[config.mk]
export PLATFORM = sky130hd
export DESIGN_NAME = uart_transceiver
export DESIGN_NICKNAME = d
export VERILOG_FILES = /design/src/rtl/definitions_pkg.sv /design/src/rtl/uart_rx_core.sv /design/src/rtl/uart_transceiver.sv
export SDC_FILE = /design/constraint.sdc
export NUM_CORES = 1
export LEC_CHECK = 0
export ABC_AREA = 1
export CAP_MARGIN = 10
export CELL_PAD_IN_SITES_DETAIL_PLACEMENT = 1
export CELL_PAD_IN_SITES_GLOBAL_PLACEMENT = 2
export CORE_MARGIN = 3
export CORE_UTILIZATION = 29
export CTS_CLUSTER_DIAMETER = 30
export CTS_CLUSTER_SIZE = 10
export DETAILED_ROUTE_END_ITERATION = 6
export HOLD_SLACK_MARGIN = 0.1
export PLACE_DENSITY_LB_ADDON = 0.12
export RECOVER_POWER = 25
export SLEW_MARGIN = 20
export SYNTH_ARGS = -nofsm -noshare
export SYNTH_HDL_FRONTEND = slang
export SYNTH_SLANG_ARGS = --single-unit
[constraint.sdc]
create_clock -name clk -period 1.4 [get_ports clk]
set_input_delay 0.35 -clock clk [delete_from_list [all_inputs] [get_ports clk]]
set_output_delay 0.35 -clock clk [all_outputs]
set_load 0.01 [all_outputs]
[src/rtl/definitions_pkg.sv]
// Shared types and constants for the UART transceiver and its receive core.
package definitions_pkg;

    localparam int UART_DEFAULT_CLKS_PER_BIT = 32;

    typedef enum logic [1:0] {
        PAR_NONE,
        PAR_EVEN,
        PAR_ODD
    } parity_mode_e;

    typedef enum logic [2:0] {
        TX_IDLE,
        TX_START,
        TX_DATA,
        TX_PARITY,
        TX_STOP
    } tx_state_e;

    typedef enum logic [2:0] {
        RX_IDLE,
        RX_START,
        RX_DATA,
        RX_PARITY,
        RX_STOP,
        RX_BREAK
    } rx_state_e;

endpackage

[src/rtl/uart_rx_core.sv]
// UART receive core: line synchroniser, mid-bit sampling FSM and frame checks.
//
// state     | meaning
// RX_IDLE   | line high, waiting for a falling edge
// RX_START  | half a bit into the start bit, then confirming it is still low
// RX_DATA   | sampling data bits, LSB first
// RX_PARITY | sampling the parity bit
// RX_STOP   | sampling stop bit(s); the final sample completes the frame
// RX_BREAK  | a stop bit was low; wait for the line to return high
module uart_rx_core
    import definitions_pkg::*;
#(
    parameter int           DATA_BITS    = 8,
    parameter int           CLKS_PER_BIT = UART_DEFAULT_CLKS_PER_BIT,
    parameter parity_mode_e PARITY_MODE  = PAR_NONE,
    parameter int           STOP_BITS    = 1
) (
    input  logic                 clk,
    input  logic                 rst,
    input  logic                 rx,
    output logic                 frame_done,
    output logic [DATA_BITS-1:0] frame_data,
    output logic                 frame_perr,
    output logic                 frame_ferr
);

    localparam int CNT_W = $clog2(CLKS_PER_BIT);
    localparam int BIT_W = $clog2(DATA_BITS);
    localparam logic [CNT_W-1:0] CNT_FULL = CNT_W'(CLKS_PER_BIT - 1);
    localparam logic [CNT_W-1:0] CNT_HALF = CNT_W'(CLKS_PER_BIT / 2 - 1);
    localparam logic [BIT_W-1:0] LAST_DATA = BIT_W'(DATA_BITS - 1);
    localparam logic [BIT_W-1:0] LAST_STOP = BIT_W'(STOP_BITS - 1);

    logic [1:0]           sync_q;
    logic                 rx_s;
    rx_state_e            state_q, state_d;
    logic [CNT_W-1:0]     cnt_q, cnt_d;
    logic [BIT_W-1:0]     bit_q, bit_d;
    logic [DATA_BITS-1:0] shreg_q, shreg_d;
    logic                 par_q, par_d;
    logic                 ferr_q, ferr_d;
    logic                 par_exp;

    assign rx_s = sync_q[1];

    always_ff @(posedge clk) begin
        if (rst) begin
            sync_q  <= 2'b11;
            state_q <= RX_IDLE;
            cnt_q   <= '0;
            bit_q   <= '0;
            shreg_q <= '0;
            par_q   <= 1'b0;
            ferr_q  <= 1'b0;
        end else begin
            sync_q  <= {sync_q[0], rx};
            state_q <= state_d;
            cnt_q   <= cnt_d;
            bit_q   <= bit_d;
            shreg_q <= shreg_d;
            par_q   <= par_d;
            ferr_q  <= ferr_d;
        end
    end

    // Odd parity inverts the data XOR.
    assign par_exp    = (^shreg_q) ^ (PARITY_MODE == PAR_ODD);
    assign frame_data = shreg_q;
    assign frame_perr = (PARITY_MODE != PAR_NONE) && (par_q != par_exp);
    assign frame_ferr = ferr_q | ~rx_s;

    always_comb begin
        state_d    = state_q;
        cnt_d      = cnt_q;
        bit_d      = bit_q;
        shreg_d    = shreg_q;
        par_d      = par_q;
        ferr_d     = ferr_q;
        frame_done = 1'b0;
        case (state_q)
            RX_IDLE: begin
                if (!rx_s) begin
                    state_d = RX_START;
                    cnt_d   = CNT_HALF;
                    ferr_d  = 1'b0;
                end
            end
            RX_START: begin
                if (cnt_q == '0) begin
                    if (rx_s) begin
                        state_d = RX_IDLE;
                    end else begin
                        state_d = RX_DATA;
                        cnt_d   = CNT_FULL;
                        bit_d   = '0;
                    end
                end else begin
                    cnt_d = cnt_q - 1'b1;
                end
            end
            RX_DATA: begin
                if (cnt_q == '0) begin
                    shreg_d = {rx_s, shreg_q[DATA_BITS-1:1]};
                    cnt_d   = CNT_FULL;
                    if (bit_q == LAST_DATA) begin
                        bit_d   = '0;
                        state_d = (PARITY_MODE == PAR_NONE) ? RX_STOP : RX_PARITY;
                    end else begin
                        bit_d = bit_q + 1'b1;
                    end
                end else begin
                    cnt_d = cnt_q - 1'b1;
                end
            end
            RX_PARITY: begin
                if (cnt_q == '0) begin
                    par_d   = rx_s;
                    cnt_d   = CNT_FULL;
                    bit_d   = '0;
                    state_d = RX_STOP;
                end else begin
                    cnt_d = cnt_q - 1'b1;
                end
            end
            RX_STOP: begin
                if (cnt_q == '0) begin
                    ferr_d = ferr_q | ~rx_s;
                    cnt_d  = CNT_FULL;
                    if (bit_q == LAST_STOP) begin
                        frame_done = 1'b1;
                        state_d    = (ferr_q | ~rx_s) ? RX_BREAK : RX_IDLE;
                    end else begin
                        bit_d = bit_q + 1'b1;
                    end
                end else begin
                    cnt_d = cnt_q - 1'b1;
                end
            end
            RX_BREAK: begin
                if (rx_s) begin
                    state_d = RX_IDLE;
                end
            end
            default: state_d = RX_IDLE;
        endcase
    end

endmodule

[src/rtl/uart_transceiver.sv]
// UART transceiver: transmit FSM, receive core instance and receive holding register.
//
// state     | meaning
// TX_IDLE   | line high, tx_ready asserted
// TX_START  | driving the start bit
// TX_DATA   | shifting data bits out, LSB first
// TX_PARITY | driving the parity bit
// TX_STOP   | driving stop bit(s)
module uart_transceiver
    import definitions_pkg::*;
#(
    parameter int           DATA_BITS    = 8,
    parameter int           CLKS_PER_BIT = UART_DEFAULT_CLKS_PER_BIT,
    parameter parity_mode_e PARITY_MODE  = PAR_NONE,
    parameter int           STOP_BITS    = 1
) (
    input  logic                 clk,
    input  logic                 rst,
    input  logic [DATA_BITS-1:0] tx_data,
    input  logic                 tx_valid,
    output logic                 tx_ready,
    output logic                 tx,
    input  logic                 rx,
    output logic [DATA_BITS-1:0] rx_data,
    output logic                 rx_valid,
    input  logic                 rx_ready,
    output logic                 rx_parity_err,
    output logic                 rx_frame_err,
    output logic                 rx_overrun
);

    localparam int CNT_W = $clog2(CLKS_PER_BIT);
    localparam int BIT_W = $clog2(DATA_BITS);
    localparam logic [CNT_W-1:0] CNT_FULL = CNT_W'(CLKS_PER_BIT - 1);
    localparam logic [BIT_W-1:0] LAST_DATA = BIT_W'(DATA_BITS - 1);
    localparam logic [BIT_W-1:0] LAST_STOP = BIT_W'(STOP_BITS - 1);

    tx_state_e            state_q, state_d;
    logic [CNT_W-1:0]     cnt_q, cnt_d;
    logic [BIT_W-1:0]     bit_q, bit_d;
    logic [DATA_BITS-1:0] shreg_q, shreg_d;
    logic                 par_q, par_d;
    logic                 tx_q, tx_d;
    logic                 ready_q;

    logic                 frame_done;
    logic [DATA_BITS-1:0] frame_data;
    logic                 frame_perr;
    logic                 frame_ferr;

    // tx is registered from the next-state decode so the line never glitches.
    always_ff @(posedge clk) begin
        if (rst) begin
            state_q <= TX_IDLE;
            cnt_q   <= '0;
            bit_q   <= '0;
            shreg_q <= '0;
            par_q   <= 1'b0;
            tx_q    <= 1'b1;
            ready_q <= 1'b0;
        end else begin
            state_q <= state_d;
            cnt_q   <= cnt_d;
            bit_q   <= bit_d;
            shreg_q <= shreg_d;
            par_q   <= par_d;
            tx_q    <= tx_d;
            ready_q <= (state_d == TX_IDLE);
        end
    end

    assign tx_ready = ready_q;
    assign tx       = tx_q;

    always_comb begin
        state_d = state_q;
        cnt_d   = cnt_q;
        bit_d   = bit_q;
        shreg_d = shreg_q;
        par_d   = par_q;
        tx_d    = tx_q;
        case (state_q)
            TX_IDLE: begin
                tx_d = 1'b1;
                if (tx_valid && ready_q) begin
                    state_d = TX_START;
                    cnt_d   = CNT_FULL;
                    shreg_d = tx_data;
                    par_d   = (^tx_data) ^ (PARITY_MODE == PAR_ODD);
                    tx_d    = 1'b0;
                end
            end
            TX_START: begin
                if (cnt_q == '0) begin
                    state_d = TX_DATA;
                    cnt_d   = CNT_FULL;
                    bit_d   = '0;
                    tx_d    = shreg_q[0];
                end else begin
                    cnt_d = cnt_q - 1'b1;
                end
            end
            TX_DATA: begin
                if (cnt_q == '0) begin
                    cnt_d = CNT_FULL;
                    if (bit_q == LAST_DATA) begin
                        bit_d = '0;
                        if (PARITY_MODE == PAR_NONE) begin
                            state_d = TX_STOP;
                            tx_d    = 1'b1;
                        end else begin
                            state_d = TX_PARITY;
                            tx_d    = par_q;
                        end
                    end else begin
                        bit_d   = bit_q + 1'b1;
                        shreg_d = shreg_q >> 1;
                        tx_d    = shreg_q[1];
                    end
                end else begin
                    cnt_d = cnt_q - 1'b1;
                end
            end
            TX_PARITY: begin
                if (cnt_q == '0) begin
                    state_d = TX_STOP;
                    cnt_d   = CNT_FULL;
                    bit_d   = '0;
                    tx_d    = 1'b1;
                end else begin
                    cnt_d = cnt_q - 1'b1;
                end
            end
            TX_STOP: begin
                if (cnt_q == '0) begin
                    if (bit_q == LAST_STOP) begin
                        state_d = TX_IDLE;
                        cnt_d   = '0;
                        bit_d   = '0;
                    end else begin
                        cnt_d = CNT_FULL;
                        bit_d = bit_q + 1'b1;
                    end
                    tx_d = 1'b1;
                end else begin
                    cnt_d = cnt_q - 1'b1;
                end
            end
            default: begin
                state_d = TX_IDLE;
                tx_d    = 1'b1;
            end
        endcase
    end

    uart_rx_core #(
        .DATA_BITS   (DATA_BITS),
        .CLKS_PER_BIT(CLKS_PER_BIT),
        .PARITY_MODE (PARITY_MODE),
        .STOP_BITS   (STOP_BITS)
    ) u_rx_core (
        .clk       (clk),
        .rst       (rst),
        .rx        (rx),
        .frame_done(frame_done),
        .frame_data(frame_data),
        .frame_perr(frame_perr),
        .frame_ferr(frame_ferr)
    );

    // A consumer handshake in the completion cycle frees the register for the new word.
    always_ff @(posedge clk) begin
        if (rst) begin
            rx_data       <= '0;
            rx_valid      <= 1'b0;
            rx_parity_err <= 1'b0;
            rx_frame_err  <= 1'b0;
            rx_overrun    <= 1'b0;
        end else begin
            rx_overrun <= 1'b0;
            if (frame_done && (!rx_valid || rx_ready)) begin
                rx_data       <= frame_data;
                rx_parity_err <= frame_perr;
                rx_frame_err  <= frame_ferr;
                rx_valid      <= 1'b1;
            end else if (frame_done) begin
                rx_overrun <= 1'b1;
            end else if (rx_ready) begin
                rx_valid <= 1'b0;
            end
        end
    end

endmodule

==> impl_metrics.yaml, run 1 <==
outcome:
  status: "finished with violations"
  violations: "setup timing"
sta:
  hold_violations: 0
  worst_slack_ns: -0.04533
  holdWs_ns: 0.4185
  setup_violations: 7
  tns_ns: -0.1509
  min_period_over_period_pct: 103.2
  skew_ns: 0.007145
  rsz0062_at_grt: "yes"
  max_freq_mhz: 691.9
  post-route-min-period_ns: 1.445
  slew_violations: 0
cells_and_area:
  drive_gt1_share_pct: 34.65
  antenna_cells: 0
  layout.nets: 504
  instances_no_fill: 611
  final_util_pct: 44.94
  fill_cells: 1147
  area_growth_pct: 49.89
grt:
  grt_pass1_wl_mm: 13.43
  antenna_found_initial: 0
  grt_overflow: 0
  grt_start_max_net_pins: 35
  grt_pass1_vias: 2856
  track_usage_pct: 14.94
synthesis:
  ys.flop_type: "dfxtp_1"
  synthArstFlopShare_pct: 0
  synthTopCellsByCount: "83 x nand2_1, 58 x nor2_1, 54 x dfxtp_1, 35 x o21ai_0, 34 x inv_1"
  syn_area_mm2: 0.002796
  synth_area_leaders: "dfxtp_1 39%, nand2_1 11%, nor2_1 7.8%"
  syn_avg_cell_area_um2: 7.044
  synth_most_common_cell: "nand2_1"
  postSynthCellCount: 397
  ys_seq_area_share_pct: 38.66
  synth-edff-count: 0
  yosysTopAreaCellShare_pct: 38.66
  synth_warnings: 0
  synth_fp_nets: 419
  ys_seq_elements: 54
  synthDistinctLibCells: 32
  yosys.area.top_type: "dfxtp_1"
route:
  num_vias: 2822
  ant_nets: 0
  wirelength_mm: 8.413
  wl_per_cell_um: 13.77
  drc: 0
  routed_via_density: 4.619
  dr.first_iter.drc_count: 77
  first_pass_iters: 4
placement:
  portBuffers: 25
  dpl.cell_count: 589
  place_congestion: 0.8059
  dp_hpwl_mm: 5.702
setup_path:
  rr_worst_depth: 13
  cp_cell_sequence: "inv_2 > ha_4 > inv_2 > nor2_4 > nand2_4 > buf_6 > nand2_4 > nand2_4 > nor2_4 > nand2_4 > nand2_2 > nand2_1 > nor2_1"
  path_class: "register to register"
  critPathTopFamily: "simple AND/OR/NAND/NOR gates"
  endpoint_kind: "register"
  critPathRequiredTime_ns: 1.64
  cp.depth: 13
  crit_slowest_cell: "dfxtp_2"
  critPathLaunch: "u_rx_core.cnt_q[0]"
  worstPathArrival_ns: 1.69
  crit_fanout: 4
  cp_num_buf_inv: 3
  critPathMaxStageDelay_ns: 0.34
  r2r_start: "u_rx_core.cnt_q[0]"
  cp-start-kind: "register"
  cpMostUsedCell: "nand2_4"
clocking:
  path_clk_slew_ns: 0.10
  ctsLongestPathBuffers: 2
  numCtsBuffers: 5
  clkSinkCount: 54
  cts_hold_buf: 0
  clock_latency_ns: 0.31
  root_buffer: "clkbuf_8"
  htreeDepth: 2
  cts_tree: "done"
power:
  power_mw: 9.888
  ir_drop_mv: 0.7881
  powerDensity_mw_per_mm2: 2359
  p_leak_nw: 1.887
floorplan:
  die_area_mm2: 0.01086
  rows: 35
  io_pins: 27
  dieWidth_um: 104.2
  core_area_mm2: 0.009328
  die_h_um: 104.2
  start_util_pct: 29.98
min_path:
  hold_class: "register to register"
  whs_path_depth: 1
  hold_start: "u_rx_core.sync_q[0]"
job:
  cap_violations: 0
[power by group]
group / leakage, nW / switching [mW] / internal (mW) / total [mW]
registers: 0.447 / 0.369 / 2.05 / 2.42
clock network: 0.0573 / 0.526 / 0.574 / 1.10
logic: 1.38 / 3.60 / 2.78 / 6.37
total: 1.89 / 4.49 / 5.40 / 9.89
[kinds of logic after synthesis]
group,Yosys count,synth area share [%]
other cells,1,0.1341
simple gates,201,33.74
buf+inv,51,7.875
fa+ha+maj,9,4.027
compound gates,77,14.32
xor+xnor,4,1.253
flops,54,38.66
[what timing repair did]
action,CTS,global route
gates cloned,1,1
setup endpoints to repair,60,51
buffers inserted,7,7
gates resized for setup,62,69
pin swaps,18,41
[per-stage QoR]
step                      worst slack, ns  instance area, um^2
after detailed placement          -0.2406                 3522
after global placement            -0.2118                 3522
final                            -0.04533                 4192
after global routing              -0.1506                 4192
after floorplan                   0.02106                 2796
after CTS                         -0.1286                 3847
[per-layer routing]
| metal | vias up | global-route usage [%] | wire (um) | share of wire [%] |
|---|---|---|---|---|
| li1 | 1445 | - | - | - |
| met1 | 1334 | 19.92 | 4161 | 49 |
| met2 | 36 | 25.16 | 3981 | 47 |
| met3 | 7 | 2.359 | 172 | 2.0 |
| met4 | 0 | 3.894 | 97 | 1.2 |
| met5 | - | 0 | 0 | 0 |
[worst reg2reg max path: cells and delay by family, from the launching register on]
family | cells | cell delay [ns]
DFF | 1 | 0.34
adders and majority gates | 1 | 0.12
buffers and inverters | 3 | 0.25
and+or+nand+nor | 9 | 0.68
[flip-flops by register name, indices dropped and copies added (netlist names), 2 cells and up]
signal / count
state_q: 3
shreg_q: 8
u_rx_core.frame_data: 8
u_rx_core.cnt_q: 5
u_rx_core.bit_q: 3
cnt_q: 5
rx_data: 8
u_rx_core.sync_q: 2
bit_q: 3
u_rx_core.state_q: 3
[path summary, 6_finish.rpt]
path / endpoint / slack (ns)
worst max-delay path: u_rx_core.state_q[1] / -0.05
worst min-delay path: u_rx_core.sync_q[1] / 0.42
worst max register to register: u_rx_core.state_q[1] / -0.05
worst min register to register: u_rx_core.sync_q[1] / 0.42
[cells in the final DEF, fill, tap and decap left out, types with 3 or more instances in the layout]
cell type and count:
dlygate4sd2_1 13, nor2_1 50, inv_2 13, o21ai_1 9, nand2_4 11, o21ai_2 4, nor2_2 4, clkdlybuf4s50_1 11
nor3_4 6, xor2_1 4, dfxtp_1 42, nand2_1 72, dfxtp_2 11, clkbuf_8 6, nor2_4 18, o21ai_0 32
buf_4 45, nand3_1 13, nand2_2 10, buf_12 5, inv_1 27, a21oi_1 22, nor3_2 3, ha_4 4
buf_6 8, nand3_4 4, ha_1 5
[cell type report]
class                           instances  area [um^2]  share of cell area [%]
Multi-Input combinational cell        294         1878                   44.81
Sequential cell                        54         1099                   26.21
Clock buffer                            6        82.58                   1.970
Clock inverter                          1        30.03                  0.7164
Tap cell                              129        161.4                   3.851
Inverter                               43        175.2                   4.179
Timing Repair Buffer                   84        765.7                   18.27
(Power assumes the default switching activity.)
==> run 2, diff against run 1 <==
--- a/config.mk
+++ b/config.mk
@@ -7,3 +7,2 @@
 export LEC_CHECK = 0
-export ABC_AREA = 1
 export CAP_MARGIN = 10
@@ -12,3 +11,3 @@
 export CORE_MARGIN = 3
-export CORE_UTILIZATION = 29
+export CORE_UTILIZATION = 31
 export CTS_CLUSTER_DIAMETER = 30
--- a/constraint.sdc
+++ b/constraint.sdc
@@ -3,2 +3,2 @@
 set_output_delay 0.35 -clock clk [all_outputs]
-set_load 0.01 [all_outputs]
+set_load 0.05 [all_outputs]
==> impl_metrics.yaml, run 2 <==
floorplan:
  rows: 33
  die_area_mm2: 0.01011
  start_util_pct: 32.73
  dieWidth_um: 100.5
  io_pins: 27
  die_h_um: 100.5
  core_area_mm2: 0.008464
outcome:
  violations: "setup timing"
  status: "finished with violations"
route:
  ant_nets: 0
  dr.first_iter.drc_count: 45
  wl_per_cell_um: 15.51
  routed_via_density: 5.131
  num_vias: 2586
  wirelength_mm: 7.815
  first_pass_iters: 4
  drc: 0
setup_path:
  rrSetupSlack_ns: -0.35
  crit_fanout: 5
  cp_cell_sequence: "inv_2 > ha_4 > or4b_4 > buf_6 > nor3_4 > nand4_1 > a21oi_2"
  critPathMaxStageDelay_ns: 0.52
  critPathLaunch: "cnt_q[1]"
  r2r-end: "bit_q[2]"
  critPathRequiredTime_ns: 1.66
  endpoint_kind: "register"
  r2r_start: "cnt_q[1]"
  rr_worst_depth: 7
  crit_slowest_cell: "or4b_4"
  cp-endpoint: "bit_q[2]"
  cp-start-kind: "register"
  worstPathArrival_ns: 2.00
  path_class: "register to register"
power:
  ir_drop_mv: 0.4933
  swShare_pct: 33.02
  powerDensity_mw_per_mm2: 1140
  internal_power_mw: 3.237
  p_seq_share_pct: 36.9
  p_leak_nw: 1.756
  pwr-share-clk_pct: 22.6
  pwr-share-comb_pct: 40.5
  p_sw_mw: 1.596
clocking:
  clock_latency_ns: 0.31
  htreeDepth: 2
  clkSinkCount: 54
  path_clk_slew_ns: 0.11
  root_buffer: "clkbuf_8"
  cts_tree: "done"
  numCtsBuffers: 5
  ctsLongestPathBuffers: 2
synthesis:
  synthArstFlopShare_pct: 0
  ys_seq_area_share_pct: 39.02
  synth_area_leaders: "dfxtp_1 39%, mux2i_1 9.8%, nor2_1 4.6%"
  postSynthCellCount: 315
  yosysTopAreaCellShare_pct: 39.02
  ys.flop_type: "dfxtp_1"
  synth_warnings: 0
  syn_avg_cell_area_um2: 8.794
  yosys.area.top_type: "dfxtp_1"
  syn_area_mm2: 0.002770
  synth-edff-count: 0
  synthTopCellsByCount: "54 x dfxtp_1, 34 x nor2_1, 27 x mux2i_1, 23 x a21oi_1, 19 x nor3_1"
  synth_most_common_cell: "dfxtp_1"
  ys_seq_elements: 54
  synthDistinctLibCells: 52
  synth_fp_nets: 337
cells_and_area:
  antenna_cells: 0
  instances_no_fill: 504
  regArea_mm2: 0.001100
  drive_gt1_share_pct: 43.86
  layout_commonest_cell: "buf_4"
  final_cell_mix: "56 x buf_4, 43 x dfxtp_1, 32 x nor2_1"
  multi_input_area_mm2: 0.001862
  area_growth_pct: 52.98
  fill_cells: 961
  layout.nets: 420
grt:
  grt_pass1_wl_mm: 13.23
  grt_overflow: 0
  track_usage_pct: 16.13
  grt_start_max_net_pins: 17
  antenna_found_initial: 0
  grt_pass1_vias: 2714
sta:
  skew_ns: 0.01036
  slew_violations: 0
  hold_violations: 0
  holdWs_ns: 0.4308
  slew_headroom_pct: 48.62
  max_freq_mhz: 571.6
  post-route-min-period_ns: 1.749
  min_period_over_period_pct: 125.0
  worst_slack_ns: -0.3495
  setup_violations: 50
  tns_ns: -8.230
  worst_pin_slew_ns: 0.7707
  rsz0062_at_grt: "yes"
job:
  cap_violations: 0
placement:
  dp_hpwl_mm: 5.441
  portBuffers: 25
  dpl.cell_count: 484
  place_congestion: 0.7324
min_path:
  hold_class: "register to register"
==> run 2: cell types whose count changed after synthesis, sizes merged, moves of 9 or more <==
cell and delta:
nand2b +12, mux2i +27, inv -32, nor2 -37, nor3 +9, nand2 -82, o21ai -35, nand3 -15
a211oi +13
==> run 2: metal layers <==
metal / wire length [um] / vias to the layer above / global-route usage [%]
met5: 0 / - / 0
met4: 53 / 0 / 3.938
met3: 225 / 4 / 2.907
met2: 3965 / 29 / 28.39
met1: 3570 / 1261 / 20.37
li1: - / 1292 / -
==> run 2: power groups by stage <==
stage / registers, mW / clock network, mW / logic [mW]
finish: 1.78 / 1.09 / 1.96
global route: 1.81 / 1.19 / 2.16
CTS: 1.78 / 1.13 / 1.87
detailed placement: 1.82 / 0 / 1.52
global placement: 1.81 / 0 / 1.49
floorplan: 1.85 / 0 / 0.869
==> run 2: timing repair <==
action                     in CTS  in global routing
setup buffers                  11                  5
hold buffers                    0                  0
pin swaps                      29                 24
setup endpoints to repair      51                 52
resized for setup              51                 29
==> run 2: worst min-delay path by stage <==
stage,from,endpoint,cells after the start
2_1_floorplan,u_rx_core.sync_q[0],u_rx_core.sync_q[1],1
3_3_place_gp,u_rx_core.sync_q[0],u_rx_core.sync_q[1],1
3_5_place_dp,u_rx_core.sync_q[0],u_rx_core.sync_q[1],1
4_1_cts,rst,rx_valid,2
5_1_grt,u_rx_core.sync_q[0],u_rx_core.sync_q[1],1
6_report,u_rx_core.sync_q[0],u_rx_core.sync_q[1],1
==> run 2: kinds of logic after synthesis <==
logic type      share of synthesized area [%]
flops                                   39.02
mux                                     9.756
buf+inv                                 5.194
simple gates                            23.94
other cells                            0.1354
compound gates                          17.89
fa+ha+maj                               4.065
==> run 2: cell type report <==
cell class                      instances  share of cell area [%]
Multi-Input combinational cell        229                   43.93
Clock inverter                          2                  0.8857
Inverter                               11                  0.9743
Timing Repair Buffer                   97                   23.44
Clock buffer                            6                   1.712
Tap cell                              105                   3.100
Sequential cell                        54                   25.95
==> run 2: per-stage QoR <==
| stage | area [um^2] | worst slack, ns | total power [mW] | utilization [%] |
|---|---|---|---|---|
| 2_1_floorplan | 2863 | -0.3440 | 2.716 | - |
| 3_3_place_gp | 3737 | -0.3317 | 3.306 | 44.15 |
| 3_5_place_dp | 3737 | -0.3660 | 3.334 | 44.15 |
| 4_1_cts | 4114 | -0.3517 | 4.786 | 48.60 |
| 5_1_grt | 4238 | -0.4626 | 5.156 | 50.07 |
| 6_report | 4238 | -0.3495 | 4.833 | 50.07 |
==> run 2: critical path, delay by kind of cell, from the launching register on <==
family                   cells  cell delay [ns]
AND/OR/NAND/NOR              3             0.86
buffers and inverters        2             0.21
flip-flops                   1             0.34
AO/OA/AOI/OAI                1             0.14
adder cells (fa/ha/maj)      1             0.14
